$ cat config.mk
export PLATFORM = sky130hd
export DESIGN_NAME = ctrlport_spi_arbiter
export DESIGN_NICKNAME = d
export VERILOG_FILES = /design/src/rtl/ctrlport_spi_arbiter_pkg.sv /design/src/rtl/ctrlport_rr_select.sv /design/src/rtl/ctrlport_spi_arbiter.sv
export SDC_FILE = /design/constraint.sdc
export NUM_CORES = 1
export LEC_CHECK = 0
export BUFFER_PORTS_ARGS = -buffer_cell sky130_fd_sc_hd__buf_2
export CORE_MARGIN = 10
export CORE_UTILIZATION = 45
export CTS_CLUSTER_SIZE = 30
export DETAILED_ROUTE_END_ITERATION = 7
export PLACE_DENSITY = 0.69
export SYNTH_ARGS = -nofsm -noshare
export SYNTH_HDL_FRONTEND = slang
export SYNTH_SLANG_ARGS = --single-unit
$ cat constraint.sdc
create_clock -name ctrlport_clk -period 5.5 [get_ports ctrlport_clk]
set_input_delay 0.55 -clock ctrlport_clk [delete_from_list [all_inputs] [get_ports ctrlport_clk]]
set_output_delay 0.55 -clock ctrlport_clk [all_outputs]
set_load 0.02 [all_outputs]
$ cat src/rtl/ctrlport_spi_arbiter_pkg.sv
// Shared types and constants for the ctrlport-to-SPI bridge arbiter.
// Status codes mirror the rfnoc core ctrlport.vh encoding.
package ctrlport_spi_arbiter_pkg;

  localparam int unsigned ADDR_W = 20;
  localparam int unsigned DATA_W = 32;
  localparam int unsigned STS_W  = 2;

  localparam logic [STS_W-1:0] CTRL_STS_OKAY    = 2'b00;
  localparam logic [STS_W-1:0] CTRL_STS_CMDERR  = 2'b01;
  localparam logic [STS_W-1:0] CTRL_STS_TSERR   = 2'b10;
  localparam logic [STS_W-1:0] CTRL_STS_WARNING = 2'b11;

  typedef enum logic [1:0] {
    ST_IDLE  = 2'd0,
    ST_WAIT  = 2'd1,
    ST_DRAIN = 2'd2
  } state_t;

  typedef struct packed {
    logic              wr;
    logic [ADDR_W-1:0] addr;
    logic [DATA_W-1:0] data;
  } req_t;

  // Index width that stays legal for a single-port build
  function automatic int unsigned idx_w(input int unsigned n);
    return (n > 1) ? $clog2(n) : 1;
  endfunction

endpackage

$ cat src/rtl/ctrlport_rr_select.sv
// Combinational round-robin pick: lowest requesting port at or after ptr, wrapping.
module ctrlport_rr_select #(
  parameter int unsigned NUM_PORTS = 2,
  parameter int unsigned PW        = 1
) (
  input  logic [NUM_PORTS-1:0] pending,
  input  logic [PW-1:0]        ptr,
  output logic [PW-1:0]        grant,
  output logic                 valid
);

  always_comb begin
    int unsigned idx;
    grant = '0;
    valid = 1'b0;
    idx   = 0;
    for (int unsigned k = 0; k < NUM_PORTS; k++) begin
      idx = 32'(ptr) + k;
      if (idx >= NUM_PORTS) idx = idx - NUM_PORTS;
      if (!valid && (|(pending & (NUM_PORTS'(1) << idx)))) begin
        grant = PW'(idx);
        valid = 1'b1;
      end
    end
  end

endmodule

$ cat src/rtl/ctrlport_spi_arbiter.sv
// Shares one ctrlport-to-SPI bridge among NUM_PORTS requesters, one transaction
// at a time, round-robin, with a response timeout and late-response drain.
module ctrlport_spi_arbiter
  import ctrlport_spi_arbiter_pkg::*;
#(
  parameter int unsigned NUM_PORTS      = 2,
  parameter int unsigned TIMEOUT_CYCLES = 4096
) (
  input  logic                        ctrlport_clk,
  input  logic                        ctrlport_rst_n,
  input  logic [NUM_PORTS-1:0]        s_ctrlport_req_wr,
  input  logic [NUM_PORTS-1:0]        s_ctrlport_req_rd,
  input  logic [ADDR_W*NUM_PORTS-1:0] s_ctrlport_req_addr,
  input  logic [DATA_W*NUM_PORTS-1:0] s_ctrlport_req_data,
  output logic [NUM_PORTS-1:0]        s_ctrlport_resp_ack,
  output logic [STS_W*NUM_PORTS-1:0]  s_ctrlport_resp_status,
  output logic [DATA_W*NUM_PORTS-1:0] s_ctrlport_resp_data,
  output logic                        m_ctrlport_req_wr,
  output logic                        m_ctrlport_req_rd,
  output logic [ADDR_W-1:0]           m_ctrlport_req_addr,
  output logic [DATA_W-1:0]           m_ctrlport_req_data,
  input  logic                        m_ctrlport_resp_ack,
  input  logic [STS_W-1:0]            m_ctrlport_resp_status,
  input  logic [DATA_W-1:0]           m_ctrlport_resp_data
);

  localparam int unsigned    PW        = idx_w(NUM_PORTS);
  localparam int unsigned    CW        = $clog2(TIMEOUT_CYCLES + 1);
  localparam logic [CW-1:0]  TO_LOAD   = CW'(TIMEOUT_CYCLES);
  localparam logic [PW-1:0]  LAST_PORT = PW'(NUM_PORTS - 1);

  state_t               state, state_nxt;
  logic [NUM_PORTS-1:0] pending, busy, accept_c, avail_c;
  req_t                 req_q    [NUM_PORTS];
  req_t                 req_in_c [NUM_PORTS];
  req_t                 sel_req_c;
  logic [PW-1:0]        ptr, grant, grant_sel_c;
  logic                 grant_vld_c, issue_c, resp_c, timeout_c, expire_c;
  logic [CW-1:0]        cnt;

  // A strobe is accepted only when the port has nothing queued or outstanding
  always_comb begin
    for (int i = 0; i < NUM_PORTS; i++) begin
      req_in_c[i].wr   = s_ctrlport_req_wr[i];
      req_in_c[i].addr = s_ctrlport_req_addr[ADDR_W*i +: ADDR_W];
      req_in_c[i].data = s_ctrlport_req_data[DATA_W*i +: DATA_W];
      accept_c[i]      = (s_ctrlport_req_wr[i] | s_ctrlport_req_rd[i]) & ~pending[i] & ~busy[i];
      avail_c[i]       = pending[i] | accept_c[i];
    end
  end

  ctrlport_rr_select #(
    .NUM_PORTS (NUM_PORTS),
    .PW        (PW)
  ) u_rr_select (
    .pending (avail_c),
    .ptr     (ptr),
    .grant   (grant_sel_c),
    .valid   (grant_vld_c)
  );

  // A strobe arriving while IDLE bypasses the capture register
  always_comb begin
    sel_req_c = '0;
    for (int i = 0; i < NUM_PORTS; i++) begin
      if (grant_sel_c == PW'(i)) sel_req_c = pending[i] ? req_q[i] : req_in_c[i];
    end
  end

  assign expire_c = (cnt == CW'(1));

  always_ff @(posedge ctrlport_clk or negedge ctrlport_rst_n) begin
    if (!ctrlport_rst_n) state <= ST_IDLE;
    else                 state <= state_nxt;
  end

  always_comb begin
    state_nxt = state;
    case (state)
      ST_IDLE:  if (grant_vld_c) state_nxt = ST_WAIT;
      ST_WAIT: begin
        if (m_ctrlport_resp_ack)   state_nxt = ST_IDLE;
        else if (expire_c)         state_nxt = ST_DRAIN;
      end
      ST_DRAIN: if (m_ctrlport_resp_ack || expire_c) state_nxt = ST_IDLE;
      default:  state_nxt = ST_IDLE;
    endcase
  end

  // An ack coinciding with expiry is treated as a normal response
  always_comb begin
    issue_c   = 1'b0;
    resp_c    = 1'b0;
    timeout_c = 1'b0;
    case (state)
      ST_IDLE: issue_c = grant_vld_c;
      ST_WAIT: begin
        resp_c    = m_ctrlport_resp_ack;
        timeout_c = ~m_ctrlport_resp_ack & expire_c;
      end
      default: ;
    endcase
  end

  always_ff @(posedge ctrlport_clk or negedge ctrlport_rst_n) begin
    if (!ctrlport_rst_n) begin
      pending <= '0;
      busy    <= '0;
      for (int i = 0; i < NUM_PORTS; i++) req_q[i] <= '0;
    end else begin
      for (int i = 0; i < NUM_PORTS; i++) begin
        if (accept_c[i]) req_q[i] <= req_in_c[i];
        if (issue_c && grant_sel_c == PW'(i))  pending[i] <= 1'b0;
        else if (accept_c[i])                  pending[i] <= 1'b1;
        if (issue_c && grant_sel_c == PW'(i))                  busy[i] <= 1'b1;
        else if ((resp_c || timeout_c) && grant == PW'(i))     busy[i] <= 1'b0;
      end
    end
  end

  always_ff @(posedge ctrlport_clk or negedge ctrlport_rst_n) begin
    if (!ctrlport_rst_n) begin
      grant <= '0;
      ptr   <= '0;
      cnt   <= '0;
    end else begin
      if (issue_c) grant <= grant_sel_c;
      if (resp_c || timeout_c) ptr <= (grant == LAST_PORT) ? '0 : grant + PW'(1);
      if (issue_c || timeout_c) cnt <= TO_LOAD;
      else if (cnt != '0)       cnt <= cnt - CW'(1);
    end
  end

  always_ff @(posedge ctrlport_clk or negedge ctrlport_rst_n) begin
    if (!ctrlport_rst_n) begin
      m_ctrlport_req_wr   <= 1'b0;
      m_ctrlport_req_rd   <= 1'b0;
      m_ctrlport_req_addr <= '0;
      m_ctrlport_req_data <= '0;
    end else begin
      m_ctrlport_req_wr <= 1'b0;
      m_ctrlport_req_rd <= 1'b0;
      if (issue_c) begin
        m_ctrlport_req_wr   <= sel_req_c.wr;
        m_ctrlport_req_rd   <= ~sel_req_c.wr;
        m_ctrlport_req_addr <= sel_req_c.addr;
        m_ctrlport_req_data <= sel_req_c.data;
      end
    end
  end

  // Only the granted port's response registers change
  always_ff @(posedge ctrlport_clk or negedge ctrlport_rst_n) begin
    if (!ctrlport_rst_n) begin
      s_ctrlport_resp_ack    <= '0;
      s_ctrlport_resp_status <= {NUM_PORTS{CTRL_STS_OKAY}};
      s_ctrlport_resp_data   <= '0;
    end else begin
      s_ctrlport_resp_ack <= '0;
      for (int i = 0; i < NUM_PORTS; i++) begin
        if (grant == PW'(i)) begin
          if (resp_c) begin
            s_ctrlport_resp_ack[i]                    <= 1'b1;
            s_ctrlport_resp_status[STS_W*i +: STS_W]  <= m_ctrlport_resp_status;
            s_ctrlport_resp_data[DATA_W*i +: DATA_W]  <= m_ctrlport_resp_data;
          end else if (timeout_c) begin
            s_ctrlport_resp_ack[i]                    <= 1'b1;
            s_ctrlport_resp_status[STS_W*i +: STS_W]  <= CTRL_STS_CMDERR;
            s_ctrlport_resp_data[DATA_W*i +: DATA_W]  <= '0;
          end
        end
      end
    end
  end

endmodule

==> summary.md <==
| Metric | Value |
|---|---|
| Top FF cell, synth | dfrtp_1 |
| Global placer's final weighted congestion | 0.775 |
| Fin Hold WS | 0.0798 ns |
| Drt via density | 5.52 |
| Worst R2R Path Depth | 4 |
| CTS tree | yes |
| Hold Path Class | in -> async |
| Root buffer cell | clkbuf_16 |
| Total power | 8.89 mW |
| Reg area | 6290 µm² |
| IO Count | 269 |
| R2R Path End | m_ctrlport_req_data[9] |
| Area Overhead vs Synth | 21.8% |
| # port buffers | 268 |
| Met1 WL | 13400 µm |
| FILL cells | 2175 |
| Asr flop ratio synth | 1.00 |
| Critical Path RT | 5.94 ns |
| Die ar. | 32200 µm² |
| Clock latency on the worst-skew pair | 0.52 ns |
| Layout cells sized above 1 | 0.472 |
| Cell taking the most area after synthesis | dfrtp_1 |
| Yosys warns | 0 |
| Synthesized instance count | 894 |
| DP HPWL | 20900 µm |
| Number of H-tree levels | 1 |
| Number of flops mapped to enable cells by yosys | 0 |
| Final net count | 1288 |
| FF-to-FF Start | pending[0] |
| Initial DRC Count | 518 |
| Pins Over Slew Limit | 0 |
| Final Skew | 0.0129 ns |
| Initial Utilization | 0.456 |
| Met3 WL | 2110 µm |
| Antenna violations before repair | 7 |
| WL/cell | 20.8 µm |
| Commonest cells post-synth | 251 x dfrtp_1, 157 x mux2_2, 86 x nand2_1, 56 x o2bb2ai_1, 55 x mux2i_1 |
| Maximum vdd drop | 0.000337 V |
| Drt first pass iters | 5 |
| Most common cell in the netlist | dfrtp_1 |
| Synth top area share | 0.548 |
| Post-CTS Hold Fix Bufs | 0 |
| RSZ-0062 raised after global routing | false |
| Netlist cell types | 55 |
| Final core utilization | 0.556 |
| Max_slew headroom | 0.289 |
| Crit-path max FO | 58 |
| Syn Nets | 1042 |
| Area occupied by multi-input gates | 4860 µm² |
| Die Span X | 180 µm |
| Fin crit share | 0.519 |
| Sink Count | 251 |
| Max-cap viol count | 0 |
| Max Clock Freq | 350 MHz |
| PwrDens | 638 nW/µm² |
| CTS Buffer Depth | 3 |
| Synth Cell Area | 11500 µm² |
| Met2 WL | 14900 µm |
| Transition time of the tightest slew-check pin | 1.07 ns |
| DRT antenna net count | 0 |
| First-pass GRT wire length | 50100 µm |
| Final worst path period need | 2.85 ns |
| Worst setup SP type | flip-flop |
| Syn Area/Cell | 12.8 µm² |
| Clock transition at path regs | 0.06 ns |
| Routed WL | 31000 µm |
| Status | finished clean |
| Final setup vio count | 0 |
| Area contributors post-synth | dfrtp_1 55%, mux2_2 15%, o211ai_2 5.4% |
| Setup TNS | 0 ns |
| Die Height | 180 µm |
| CP arrival | 3.30 ns |
| Endpoint class of the critical path | flip-flop |
| Worst reg2reg setup slack | 2.65 ns |
| Total CTS buffers | 27 |
| Vias in the first global route | 8855 |
| Drt drc | 0 |
| Critical path class | reg -> reg |
| # rows | 58 |
| Top Metal Used | met5 |
| FF+latch count, synth | 251 |
| Global route overflow | 0 |
| PostCTS Resize Cnt | 0 |
| Largest net degree at the start of global routing | 109 |
| Pleak | 6.71 nW |
| Vias post-DR | 8237 |
| Core Area | 25100 µm² |
| Setup Buffers After CTS | 0 |
| Final Hold Fails | 0 |
| Total track usage | 0.186 |
| Seq/Total Area, Yosys | 0.548 |
-- where the power goes --
part           switching, mW  internal, mW  total [mW]
logic                   2.04          1.67        3.71
clock network          0.728          1.10        1.83
registers              0.621          2.73        3.35
total                   3.39          5.50        8.89
-- metrics by stage --
stage | worst slack [ns] | area, µm² | instances
2_1_floorplan | 3.61 | 11500 | 894
3_3_place_gp | 2.67 | 13000 | 1441
3_5_place_dp | 2.62 | 13000 | 1441
4_1_cts | 2.63 | 13900 | 1490
5_1_grt | 2.51 | 13900 | 1490
6_report | 2.65 | 13900 | 1492
-- state kept, by name, indices dropped and copies added, names as in the netlist --
signal and cells:
grant 1, m_ctrlport_req_addr 20, req_q 106, m_ctrlport_req_wr 1, busy 2, s_ctrlport_resp_ack 2
m_ctrlport_req_data 32, m_ctrlport_req_rd 1, ptr 1, s_ctrlport_resp_data 64, state 2, cnt 13
s_ctrlport_resp_status 4, pending 2
-- cell usage in the layout, fill, tap and decap left out, types with 10 or more instances in the layout --
cell type and n:
nand3_1 53, mux2i_1 55, o2bb2ai_1 56, buf_2 267, nor2_1 17, o211ai_2 49, buf_4 14, nand2_1 86
mux2_2 157, dfrtp_1 249, a21oi_1 10, clkbuf_16 27
-- final cells by class --
cell class	instances	area share
Antenna cell	2	0.000359
Clock buffer	42	0.0582
Multi-Input combinational cell	570	0.348
Inverter	8	0.00215
Sequential cell	251	0.451
Timing Repair Buffer	282	0.104
Tap cell	330	0.0296
Clock inverter	7	0.00637
-- cells by family (layout without fill, tap and decap cells) --
| group | after synthesis | count (layout) | synth area share |
|---|---|---|---|
| AO/OA/AOI/OAI | 156 | 156 | 0.131 |
| XOR/XNOR | 1 | 1 | 0.000765 |
| adder cells (fa/ha/maj) | 3 | 3 | 0.00328 |
| buffers and inverters | 73 | 339 | 0.0308 |
| flip-flops | 251 | 251 | 0.548 |
| multiplexers | 212 | 212 | 0.202 |
| other | 0 | 2 | 0 |
| AND/OR/NAND/NOR | 198 | 198 | 0.0829 |
-- worst max path at each step --
| stage | startpoint | to | slack [ns] | depth (start not counted) |
|---|---|---|---|---|
| 6_report | pending[0] | m_ctrlport_req_data[9] | 2.65 | 4 |
| 5_1_grt | pending[0] | m_ctrlport_req_data[9] | 2.51 | 4 |
| 4_1_cts | pending[0] | m_ctrlport_req_data[9] | 2.63 | 4 |
| 3_5_place_dp | pending[0] | m_ctrlport_req_data[9] | 2.62 | 4 |
| 3_3_place_gp | pending[0] | m_ctrlport_req_data[9] | 2.67 | 4 |
| 2_1_floorplan | s_ctrlport_req_rd[1] | m_ctrlport_req_addr[0] | 3.61 | 6 |
-- critical path, cell delays in order, from the launching register on --
cell,delay (ns)
dfrtp_4,1.12
nor2_1,0.16
a2111o_2,0.78
buf_4,0.42
o211ai_1,0.24
-- per-layer routing --
| layer | up-vias | track usage |
|---|---|---|
| met5 | - | 0 |
| met4 | 4 | 0.0450 |
| met3 | 47 | 0.0480 |
| met2 | 275 | 0.307 |
| met1 | 4134 | 0.239 |
| li1 | 3777 | - |
Note: power is estimated with default switching activity, not from simulation.
